File: src/rtl/des_pkg.sv
// Shared DES key-schedule definitions: rotation schedule, PC1/PC2
// permutation tables and functions, 28-bit rotators, scheduler state type
// and the slot-index width helper used by the interface and the modules.
package des_pkg;

   localparam int unsigned KEY_W      = 64;
   localparam int unsigned HALF_W     = 28;
   localparam int unsigned CD_W       = 56;
   localparam int unsigned SK_W       = 48;
   localparam int unsigned ROUND_W    = 4;
   localparam int unsigned NUM_ROUNDS = 16;

   // Left-rotation amount applied to C,D before round i+1 (index 0 = round 1)
   localparam int unsigned SHIFT_SCHEDULE [NUM_ROUNDS] =
      '{1, 1, 2, 2, 2, 2, 2, 2, 1, 2, 2, 2, 2, 2, 2, 1};

   // Key bit numbers (1 = MSB) feeding C0 (first 28) then D0 (last 28)
   localparam int unsigned PC1_TABLE [CD_W] = '{
      57, 49, 41, 33, 25, 17,  9,  1, 58, 50, 42, 34, 26, 18,
      10,  2, 59, 51, 43, 35, 27, 19, 11,  3, 60, 52, 44, 36,
      63, 55, 47, 39, 31, 23, 15,  7, 62, 54, 46, 38, 30, 22,
      14,  6, 61, 53, 45, 37, 29, 21, 13,  5, 28, 20, 12,  4};

   // C||D bit numbers (1 = MSB) selected into the 48-bit subkey
   localparam int unsigned PC2_TABLE [SK_W] = '{
      14, 17, 11, 24,  1,  5,  3, 28, 15,  6, 21, 10,
      23, 19, 12,  4, 26,  8, 16,  7, 27, 20, 13,  2,
      41, 52, 31, 37, 47, 55, 30, 40, 51, 45, 33, 48,
      44, 49, 39, 56, 34, 53, 46, 42, 50, 36, 29, 32};

   typedef enum logic [0:0] {
      SCHED_IDLE = 1'b0,
      SCHED_RUN  = 1'b1
   } sched_state_e;

   // Slot index width: clog2 of the slot count, never narrower than 1 bit
   function automatic int unsigned sel_width(input int unsigned n);
      return (n > 1) ? $clog2(n) : 1;
   endfunction

   // PC1: 64-bit key to C0||D0, parity bits dropped
   function automatic logic [CD_W-1:0] pc1(input logic [KEY_W-1:0] key);
      logic [CD_W-1:0] cd;
      cd = '0;
      for (int i = 0; i < int'(CD_W); i++)
         cd[6'(int'(CD_W) - 1 - i)] = key[6'(int'(KEY_W) - int'(PC1_TABLE[i]))];
      return cd;
   endfunction

   // PC2: C||D to 48-bit round subkey
   function automatic logic [SK_W-1:0] pc2(input logic [CD_W-1:0] cd);
      logic [SK_W-1:0] sk;
      sk = '0;
      for (int i = 0; i < int'(SK_W); i++)
         sk[6'(int'(SK_W) - 1 - i)] = cd[6'(int'(CD_W) - int'(PC2_TABLE[i]))];
      return sk;
   endfunction

   function automatic logic [HALF_W-1:0] rotl28(input logic [HALF_W-1:0] x,
                                               input logic [1:0] n);
      case (n)
         2'd1:    return {x[HALF_W-2:0], x[HALF_W-1]};
         2'd2:    return {x[HALF_W-3:0], x[HALF_W-1:HALF_W-2]};
         default: return x;
      endcase
   endfunction

   function automatic logic [HALF_W-1:0] rotr28(input logic [HALF_W-1:0] x,
                                               input logic [1:0] n);
      case (n)
         2'd1:    return {x[0], x[HALF_W-1:1]};
         2'd2:    return {x[1:0], x[HALF_W-1:2]};
         default: return x;
      endcase
   endfunction

endpackage

File: src/rtl/des_subkey_scheduler_if.sv
// Run-request and subkey-stream handshake bundle of the DES subkey scheduler.
//   start_*  : requester asks for a run on slot start_sel, encrypt/decrypt order
//   sk_*     : one subkey per accepted beat, with round index, last flag, slot
// master = requester/consumer side, slave = scheduler side.
interface des_subkey_scheduler_if #(
   parameter int unsigned NUM_KEYS = 3
);
   import des_pkg::*;

   localparam int unsigned SEL_W = sel_width(NUM_KEYS);

   logic               start_valid;
   logic               start_ready;
   logic [SEL_W-1:0]   start_sel;
   logic               start_decrypt;
   logic               sk_valid;
   logic               sk_ready;
   logic [SK_W-1:0]    subkey;
   logic [ROUND_W-1:0] sk_round;
   logic               sk_last;
   logic [SEL_W-1:0]   sk_sel;

   modport master (
      output start_valid, start_sel, start_decrypt, sk_ready,
      input  start_ready, sk_valid, subkey, sk_round, sk_last, sk_sel
   );

   modport slave (
      input  start_valid, start_sel, start_decrypt, sk_ready,
      output start_ready, sk_valid, subkey, sk_round, sk_last, sk_sel
   );

endinterface

File: src/rtl/des_key_slot_bank.sv
// Key slot bank: stores PC1(key) as C0||D0 per slot and flags weak keys.
//   clk, rst_n  : clock, async active-low reset (clears slots and flags)
//   key_wr      : write strobe, key_wr_sel selects slot, out-of-range ignored
//   key_in      : 64-bit DES key, parity bits unused
//   rd_sel      : read slot index, rd_cd returns its C0||D0 (0 if out of range)
//   key_weak    : per-slot weak-key flag
// Optional feature macro: DES_WEAK_KEY_CHECK_EN (without it key_weak is 0).
module des_key_slot_bank
   import des_pkg::*;
#(
   parameter int unsigned NUM_KEYS = 3
) (
   input  logic                                clk,
   input  logic                                rst_n,
   input  logic                                key_wr,
   input  logic [sel_width(NUM_KEYS)-1:0]      key_wr_sel,
   input  logic [KEY_W-1:0]                    key_in,
   input  logic [sel_width(NUM_KEYS)-1:0]      rd_sel,
   output logic [CD_W-1:0]                     rd_cd,
   output logic [NUM_KEYS-1:0]                 key_weak
);

   localparam int unsigned SEL_W = sel_width(NUM_KEYS);

   logic [CD_W-1:0] slot_q [NUM_KEYS];
   logic [CD_W-1:0] wr_cd;

   always_comb wr_cd = pc1(key_in);

   // Slot registers; index compare per slot makes out-of-range writes no-ops
   always_ff @(posedge clk or negedge rst_n) begin
      if (!rst_n) begin
         for (int i = 0; i < int'(NUM_KEYS); i++)
            slot_q[i] <= '0;
      end else begin
         for (int i = 0; i < int'(NUM_KEYS); i++)
            if (key_wr && (key_wr_sel == SEL_W'(i)))
               slot_q[i] <= wr_cd;
      end
   end

   // Read port sees the registered contents, so a same-cycle write is not visible
   always_comb begin
      rd_cd = '0;
      for (int i = 0; i < int'(NUM_KEYS); i++)
         if (rd_sel == SEL_W'(i))
            rd_cd = slot_q[i];
   end

`ifdef DES_WEAK_KEY_CHECK_EN
   logic                wr_weak;
   logic [NUM_KEYS-1:0] weak_q;

   // Weak when each half is uniformly 0 or 1
   always_comb begin
      wr_weak = ((&wr_cd[CD_W-1:HALF_W]) || (~|wr_cd[CD_W-1:HALF_W])) &&
                ((&wr_cd[HALF_W-1:0])    || (~|wr_cd[HALF_W-1:0]));
   end

   always_ff @(posedge clk or negedge rst_n) begin
      if (!rst_n) begin
         weak_q <= '0;
      end else begin
         for (int i = 0; i < int'(NUM_KEYS); i++)
            if (key_wr && (key_wr_sel == SEL_W'(i)))
               weak_q[i] <= wr_weak;
      end
   end

   assign key_weak = weak_q;
`else
   assign key_weak = '0;
`endif

endmodule

File: src/rtl/des_subkey_scheduler.sv
// DES key-schedule engine: streams the 16 round subkeys of a stored key slot,
// one per handshake, in encrypt (K1..K16) or decrypt (K16..K1) order.
//   clk, rst_n           : clock, async active-low reset
//   key_wr/key_wr_sel/key_in : slot bank write port
//   bus (slave)          : start request handshake and subkey stream
//   busy                 : a run is in progress
//   key_weak             : per-slot weak-key flag
// Optional feature macro: DES_WEAK_KEY_CHECK_EN (weak-key flagging).
module des_subkey_scheduler
   import des_pkg::*;
#(
   parameter int unsigned NUM_KEYS = 3
) (
   input  logic                             clk,
   input  logic                             rst_n,
   input  logic                             key_wr,
   input  logic [sel_width(NUM_KEYS)-1:0]   key_wr_sel,
   input  logic [KEY_W-1:0]                 key_in,
   des_subkey_scheduler_if.slave            bus,
   output logic                             busy,
   output logic [NUM_KEYS-1:0]              key_weak
);

   localparam int unsigned SEL_W = sel_width(NUM_KEYS);
   localparam logic [0:0]  ST_IDLE = SCHED_IDLE;
   localparam logic [0:0]  ST_RUN  = SCHED_RUN;
   localparam logic [ROUND_W-1:0] LAST_CNT = ROUND_W'(NUM_ROUNDS - 1);

   logic [0:0]         state_q, state_d;
   logic [HALF_W-1:0]  c_q, c_d, d_q, d_d;
   logic [ROUND_W-1:0] cnt_q, cnt_d;
   logic               dec_q, dec_d;
   logic [SEL_W-1:0]   sel_q, sel_d;

   logic [CD_W-1:0]    rd_cd;
   logic               sk_valid_c;
   logic               hs_c;
   logic               last_c;
   logic               start_ready_c;
   logic               start_acc_c;
   logic [1:0]         enc_shift_c;
   logic [1:0]         dec_shift_c;

   des_key_slot_bank #(.NUM_KEYS(NUM_KEYS)) u_bank (
      .clk        (clk),
      .rst_n      (rst_n),
      .key_wr     (key_wr),
      .key_wr_sel (key_wr_sel),
      .key_in     (key_in),
      .rd_sel     (bus.start_sel),
      .rd_cd      (rd_cd),
      .key_weak   (key_weak)
   );

   // State and datapath registers
   always_ff @(posedge clk or negedge rst_n) begin
      if (!rst_n) begin
         state_q <= ST_IDLE;
         c_q     <= '0;
         d_q     <= '0;
         cnt_q   <= '0;
         dec_q   <= 1'b0;
         sel_q   <= '0;
      end else begin
         state_q <= state_d;
         c_q     <= c_d;
         d_q     <= d_d;
         cnt_q   <= cnt_d;
         dec_q   <= dec_d;
         sel_q   <= sel_d;
      end
   end

   // Next-state and handshake logic
   always_comb begin
      sk_valid_c    = (state_q == ST_RUN);
      hs_c          = sk_valid_c && bus.sk_ready;
      last_c        = (cnt_q == LAST_CNT);
      // Accepting on the final beat chains runs without a bubble
      start_ready_c = (state_q == ST_IDLE) || (hs_c && last_c);
      start_acc_c   = bus.start_valid && start_ready_c;
      enc_shift_c   = 2'(SHIFT_SCHEDULE[ROUND_W'(cnt_q + 4'd1)]);
      dec_shift_c   = 2'(SHIFT_SCHEDULE[ROUND_W'(LAST_CNT - cnt_q)]);

      state_d = state_q;
      c_d     = c_q;
      d_d     = d_q;
      cnt_d   = cnt_q;
      dec_d   = dec_q;
      sel_d   = sel_q;

      if (start_acc_c) begin
         state_d = ST_RUN;
         cnt_d   = '0;
         dec_d   = bus.start_decrypt;
         sel_d   = bus.start_sel;
         // Decrypt starts from C0,D0 which equals C16,D16 (28 total shifts)
         if (bus.start_decrypt) begin
            c_d = rd_cd[CD_W-1:HALF_W];
            d_d = rd_cd[HALF_W-1:0];
         end else begin
            c_d = rotl28(rd_cd[CD_W-1:HALF_W], 2'd1);
            d_d = rotl28(rd_cd[HALF_W-1:0], 2'd1);
         end
      end else if (hs_c) begin
         if (last_c) begin
            state_d = ST_IDLE;
         end else begin
            cnt_d = cnt_q + 4'd1;
            if (dec_q) begin
               c_d = rotr28(c_q, dec_shift_c);
               d_d = rotr28(d_q, dec_shift_c);
            end else begin
               c_d = rotl28(c_q, enc_shift_c);
               d_d = rotl28(d_q, enc_shift_c);
            end
         end
      end
   end

   assign bus.sk_valid    = sk_valid_c;
   assign bus.start_ready = start_ready_c;
   assign bus.subkey      = pc2({c_q, d_q});
   assign bus.sk_round    = dec_q ? ROUND_W'(LAST_CNT - cnt_q) : cnt_q;
   assign bus.sk_last     = last_c;
   assign bus.sk_sel      = sel_q;
   assign busy            = sk_valid_c;

endmodule

File: src/flat_wrapper.sv
// flat-port wrapper written by rule: the top's interface ports become plain ports
module des_subkey_scheduler_flat import des_pkg::*;
#(
   parameter int unsigned NUM_KEYS = 3
)
  (clk, rst_n, key_wr, key_wr_sel, key_in, busy, key_weak, bus_start_valid, bus_start_sel, bus_start_decrypt, bus_sk_ready, bus_start_ready, bus_sk_valid, bus_subkey, bus_sk_round, bus_sk_last, bus_sk_sel);
  des_subkey_scheduler_if #(.NUM_KEYS(NUM_KEYS)) bus_i ();
  input  logic clk;
  input  logic rst_n;
  input  logic key_wr;
  input  logic [sel_width(NUM_KEYS)-1:0] key_wr_sel;
  input  logic [KEY_W-1:0] key_in;
  output logic busy;
  output logic [NUM_KEYS-1:0] key_weak;
  input wire logic [$bits(bus_i.start_valid)-1:0] bus_start_valid;
  input wire logic [$bits(bus_i.start_sel)-1:0] bus_start_sel;
  input wire logic [$bits(bus_i.start_decrypt)-1:0] bus_start_decrypt;
  input wire logic [$bits(bus_i.sk_ready)-1:0] bus_sk_ready;
  output wire logic [$bits(bus_i.start_ready)-1:0] bus_start_ready;
  output wire logic [$bits(bus_i.sk_valid)-1:0] bus_sk_valid;
  output wire logic [$bits(bus_i.subkey)-1:0] bus_subkey;
  output wire logic [$bits(bus_i.sk_round)-1:0] bus_sk_round;
  output wire logic [$bits(bus_i.sk_last)-1:0] bus_sk_last;
  output wire logic [$bits(bus_i.sk_sel)-1:0] bus_sk_sel;
  assign bus_i.start_valid = bus_start_valid;
  assign bus_i.start_sel = bus_start_sel;
  assign bus_i.start_decrypt = bus_start_decrypt;
  assign bus_i.sk_ready = bus_sk_ready;
  assign bus_start_ready = bus_i.start_ready;
  assign bus_sk_valid = bus_i.sk_valid;
  assign bus_subkey = bus_i.subkey;
  assign bus_sk_round = bus_i.sk_round;
  assign bus_sk_last = bus_i.sk_last;
  assign bus_sk_sel = bus_i.sk_sel;
  des_subkey_scheduler #(.NUM_KEYS(NUM_KEYS)) u_core (.clk(clk), .rst_n(rst_n), .key_wr(key_wr), .key_wr_sel(key_wr_sel), .key_in(key_in), .bus(bus_i), .busy(busy), .key_weak(key_weak));
endmodule
File: config.mk
export PLATFORM = sky130hd
export DESIGN_NAME = des_subkey_scheduler_flat
export DESIGN_NICKNAME = d
export VERILOG_FILES = /design/src/rtl/des_pkg.sv /design/src/rtl/des_subkey_scheduler_if.sv /design/src/rtl/des_key_slot_bank.sv /design/src/rtl/des_subkey_scheduler.sv /design/src/flat_wrapper.sv
export SDC_FILE = /design/constraint.sdc
export NUM_CORES = 1
export LEC_CHECK = 0
export BUFFER_PORTS_ARGS = -buffer_cell sky130_fd_sc_hd__buf_4
export CORE_MARGIN = 2
export CORE_UTILIZATION = 60
export DETAILED_ROUTE_END_ITERATION = 6
export GPL_TIMING_DRIVEN = 0
export MAX_ROUTING_LAYER = met4
export PLACE_DENSITY = 0.84
export SLEW_MARGIN = 20
export SYNTH_ARGS = -nofsm -noshare
export SYNTH_HDL_FRONTEND = slang
export SYNTH_SLANG_ARGS = --single-unit
File: constraint.sdc
create_clock -name clk -period 4.3 [get_ports clk]
set_clock_uncertainty 0.2 [all_clocks]
set_input_delay 0.43 -clock clk [delete_from_list [all_inputs] [get_ports clk]]
set_output_delay 0.43 -clock clk [all_outputs]
set_load 0.03 [all_outputs]
==> out/qor.yml <==
power:
  p_switching_w: 0.00274
  peakVddDrop_v: 0.000382
  p_leak_nw: 3.81
  clkPwrFrac_pct: 13.7
  seqPwrFrac_pct: 28.9
  p_int_w: 0.00326
  power_switching_share_pct: 45.7
  power_frac_comb_pct: 57.4
  power_density_nw_per_um2: 664
cts:
  clock_sinks: 112
  cts-resized-gates: 0
  clk_pin_slew_ps: 80
  cts_root_buf: "clkbuf_16"
  cts_htree_levels: 3
  cts_tree: "yes"
  clock_path_buffers: 2
  clk_latency_ps: 370
  cts_inserted_buffers: 9
run_status:
  outcome: "finished with violations"
  violations: "DRC"
sta:
  post-route-min-period_ps: 2930
  maxSlewHeadroom_pct: 28.7
  worst_pin_slew_ps: 1070
  rsz0062_at_grt: "no"
  finalHoldViolCount: 0
  setup_viol: 0
  setup_tns_ps: 0
  fmax_mhz: 341
  report.final.slew_viol_count: 0
  min_period_over_period_pct: 68.1
cells_and_area:
  num-fill-cells: 1058
  multi_input_area_um2: 4340
  final_cell_mix: "buf_4, dfrtp_1, mux2i_1"
  synthToLayoutAreaGrowth_pct: 13.5
  seqCellArea_um2: 2800
  diodes: 0
  layout_commonest_cell: "buf_4"
  finalNetCount: 959
  fin_cells: 1062
  drive_above_1_share_pct: 27.1
setup_path:
  cp_top_family: "buffers and inverters"
  cp.required_ps: 4380
  crit_cells: 7
  crit_chain: "buf_2 -> nand3_1 -> o21ai_1 -> buf_4 -> clkbuf_1 -> a2111oi_0 -> nor3_1"
  rrSetupSlack_ps: 1370
  worstSetupEndpointType: "flop"
  arrival_ps: 3010
  r2r-end: "u_core.d_q[14]"
  max_stage_delay_ps: 660
  start_kind: "flop"
  path_max_fanout: 10
  critical_path_class: "flop to flop"
  timing.rr.start: "u_core.cnt_q[3]"
  endpoint: "u_core.d_q[14]"
  critPathSlowestCell: "o21ai_1"
  startpoint: "u_core.cnt_q[3]"
  critical_path_buf_inv_count: 3
  ff2ff_path_depth: 7
logic_synthesis:
  syn_inst: 787
  synth_area_um2: 7970
  ys_seq_area_share_pct: 35.2
  yosysWarnings: 0
  synthSimpleGateAreaFrac_pct: 6.92
  synth_compound_area_share_pct: 26.5
  post_synth_fa_ha_maj_area_fraction_pct: 0.471
  avgSynthCellArea_um2: 10.1
  synth-xor-area-share_pct: 0.440
  synth.distinct_cells: 54
  async_flop_share_pct: 100
  synth_top_cell_by_area: "dfrtp_1"
  synth_edf_count: 0
  yosysTopAreaCellShare_pct: 35.2
  synthTopCellsByArea: "dfrtp_1, mux2i_1, mux2_2, buf_4, a2111oi_0"
  synth_flop_cell: "dfrtp_1"
  synth_top_family_by_area: "compound AO/OA/AOI/OAI gates"
  ys_ff_latch: 112
  synth.area.mux_share_pct: 18.9
global_routing:
  grt_pass1_wl_mm: 33.4
  antenna_found_initial: 0
  grtUsageTotal_pct: 29.8
  grt_overflow: 0
  grt_pass1_vias: 6550
  grt_max_degree: 65
place:
  gp_congestion: 0.949
  placedCellCount: 1046
  hpwlAfterDp_mm: 14.2
  io_buffers: 58
drt:
  dr.pass1.iters: 7
  num_vias: 6907
  drt-wirelength-per-cell_um: 19.2
  ant_nets: 0
  routed_wl_mm: 20.4
  drt_iter0_markers: 799
  drc: 8
  via_per_inst: 6.50
die:
  io_pins: 135
  start_util_pct: 60.9
  dieArea_um2: 14200
  rows: 42
  core_area_um2: 13100
  die-height_um: 119
  chipWidth_um: 119
job:
  maxCapViolations: 0
worst_hold_path:
  hp-class: "primary input to flop"
## worst register-to-register path, delay by kind of cell (launching register included)
| kind | cells | cell delay, ps |
|---|---|---|
| compound gates | 2 | 880 |
| flops | 1 | 370 |
| buf+inv | 3 | 1010 |
| simple gates | 2 | 390 |
## state kept, by name (all words and copies together), names as in the netlist
name	cells
u_core.u_bank.slot_q	48
u_core.d_q	28
u_core.dec_q	1
u_core.bus.sk_sel	2
u_core.cnt_q	4
u_core.c_q	28
u_core.bus.sk_valid	1
## metrics by stage
stage / util [%] / worst slack, ps / hold slack, ps / area (µm²) / power, W
after floorplan: - / 1760 / -65.6 / 8060 / 0.00427
after global placement: 66.6 / 1480 / 268 / 8720 / 0.00505
after detailed placement: 66.8 / 1430 / 206 / 8750 / 0.00512
after CTS: 69.1 / 1420 / 92.5 / 9040 / 0.00595
after global routing: 69.1 / 1250 / 92.8 / 9040 / 0.00635
final: 69.1 / 1370 / 96.2 / 9040 / 0.00600
## kinds of logic (layout without fill, tap and decap cells)
group,after synthesis,after routing
AO/OA/AOI/OAI,251,251
XOR/XNOR,4,4
adder cells (fa/ha/maj),3,3
buffers and inverters,164,239
flip-flops,112,112
multiplexers,142,142
other,1,25
AND/OR/NAND/NOR,110,110
## per-layer routing
layer	track usage, %	share of wire [%]	up-vias	wire (µm)
met1	39.3	42	3334	8640
met3	6.27	8.5	40	1740
met2	45.5	47	320	9590
met4	10.7	1.9	0	391
met5	-	0	-	0
li1	-	-	3213	-
## Yosys cell counts (all sizes together) (8+ instances only)
library cell	number
a21oi	37
a311o	10
a211oi	39
dfrtp	112
nor3	39
o32ai	35
nand2	35
clkbuf	64
mux2	56
mux2i	86
buf	94
o2bb2ai	14
nor2	8
a2111oi	72
o221ai	15
## how the worst min path moves through the flow
stage,to,slack (ps),cells past startpoint,startpoint
global route,u_core.bus.sk_valid,90,2,bus_start_valid
floorplan,u_core.bus.sk_sel[0],-70,0,rst_n
CTS,u_core.bus.sk_valid,90,2,bus_start_valid
detailed placement,u_core.d_q[6],210,1,rst_n
global placement,u_core.bus.sk_sel[0],270,2,u_core.bus.sk_sel[0]
finish,u_core.bus.sk_valid,100,2,bus_start_valid
## power by group through the flow
stage,registers [W],clock network (W),logic (W)
floorplan,0.00163,0,0.00264
global route,0.00177,0.000871,0.00370
global placement,0.00173,0,0.00332
finish,0.00173,0.000821,0.00345
detailed placement,0.00174,0,0.00338
CTS,0.00172,0.000830,0.00340
## area by class of cell
cell class	instances	share of cell area, %
multi-input combinational	535	48.0
sequential	112	31.0
buffer	158	9.93
timing repair buffer	60	5.27
clock buffer	10	2.64
tap	176	2.43
clock inverter	5	0.457
inverter	6	0.249
## repair_timing
| item | CTS | global route |
|---|---|---|
| hold endpoints to repair | 48 | 0 |
| hold buffers | 1 | 0 |
| buffers inserted | 0 | 0 |
No activity file was read; power rests on OpenSTA's default activity.
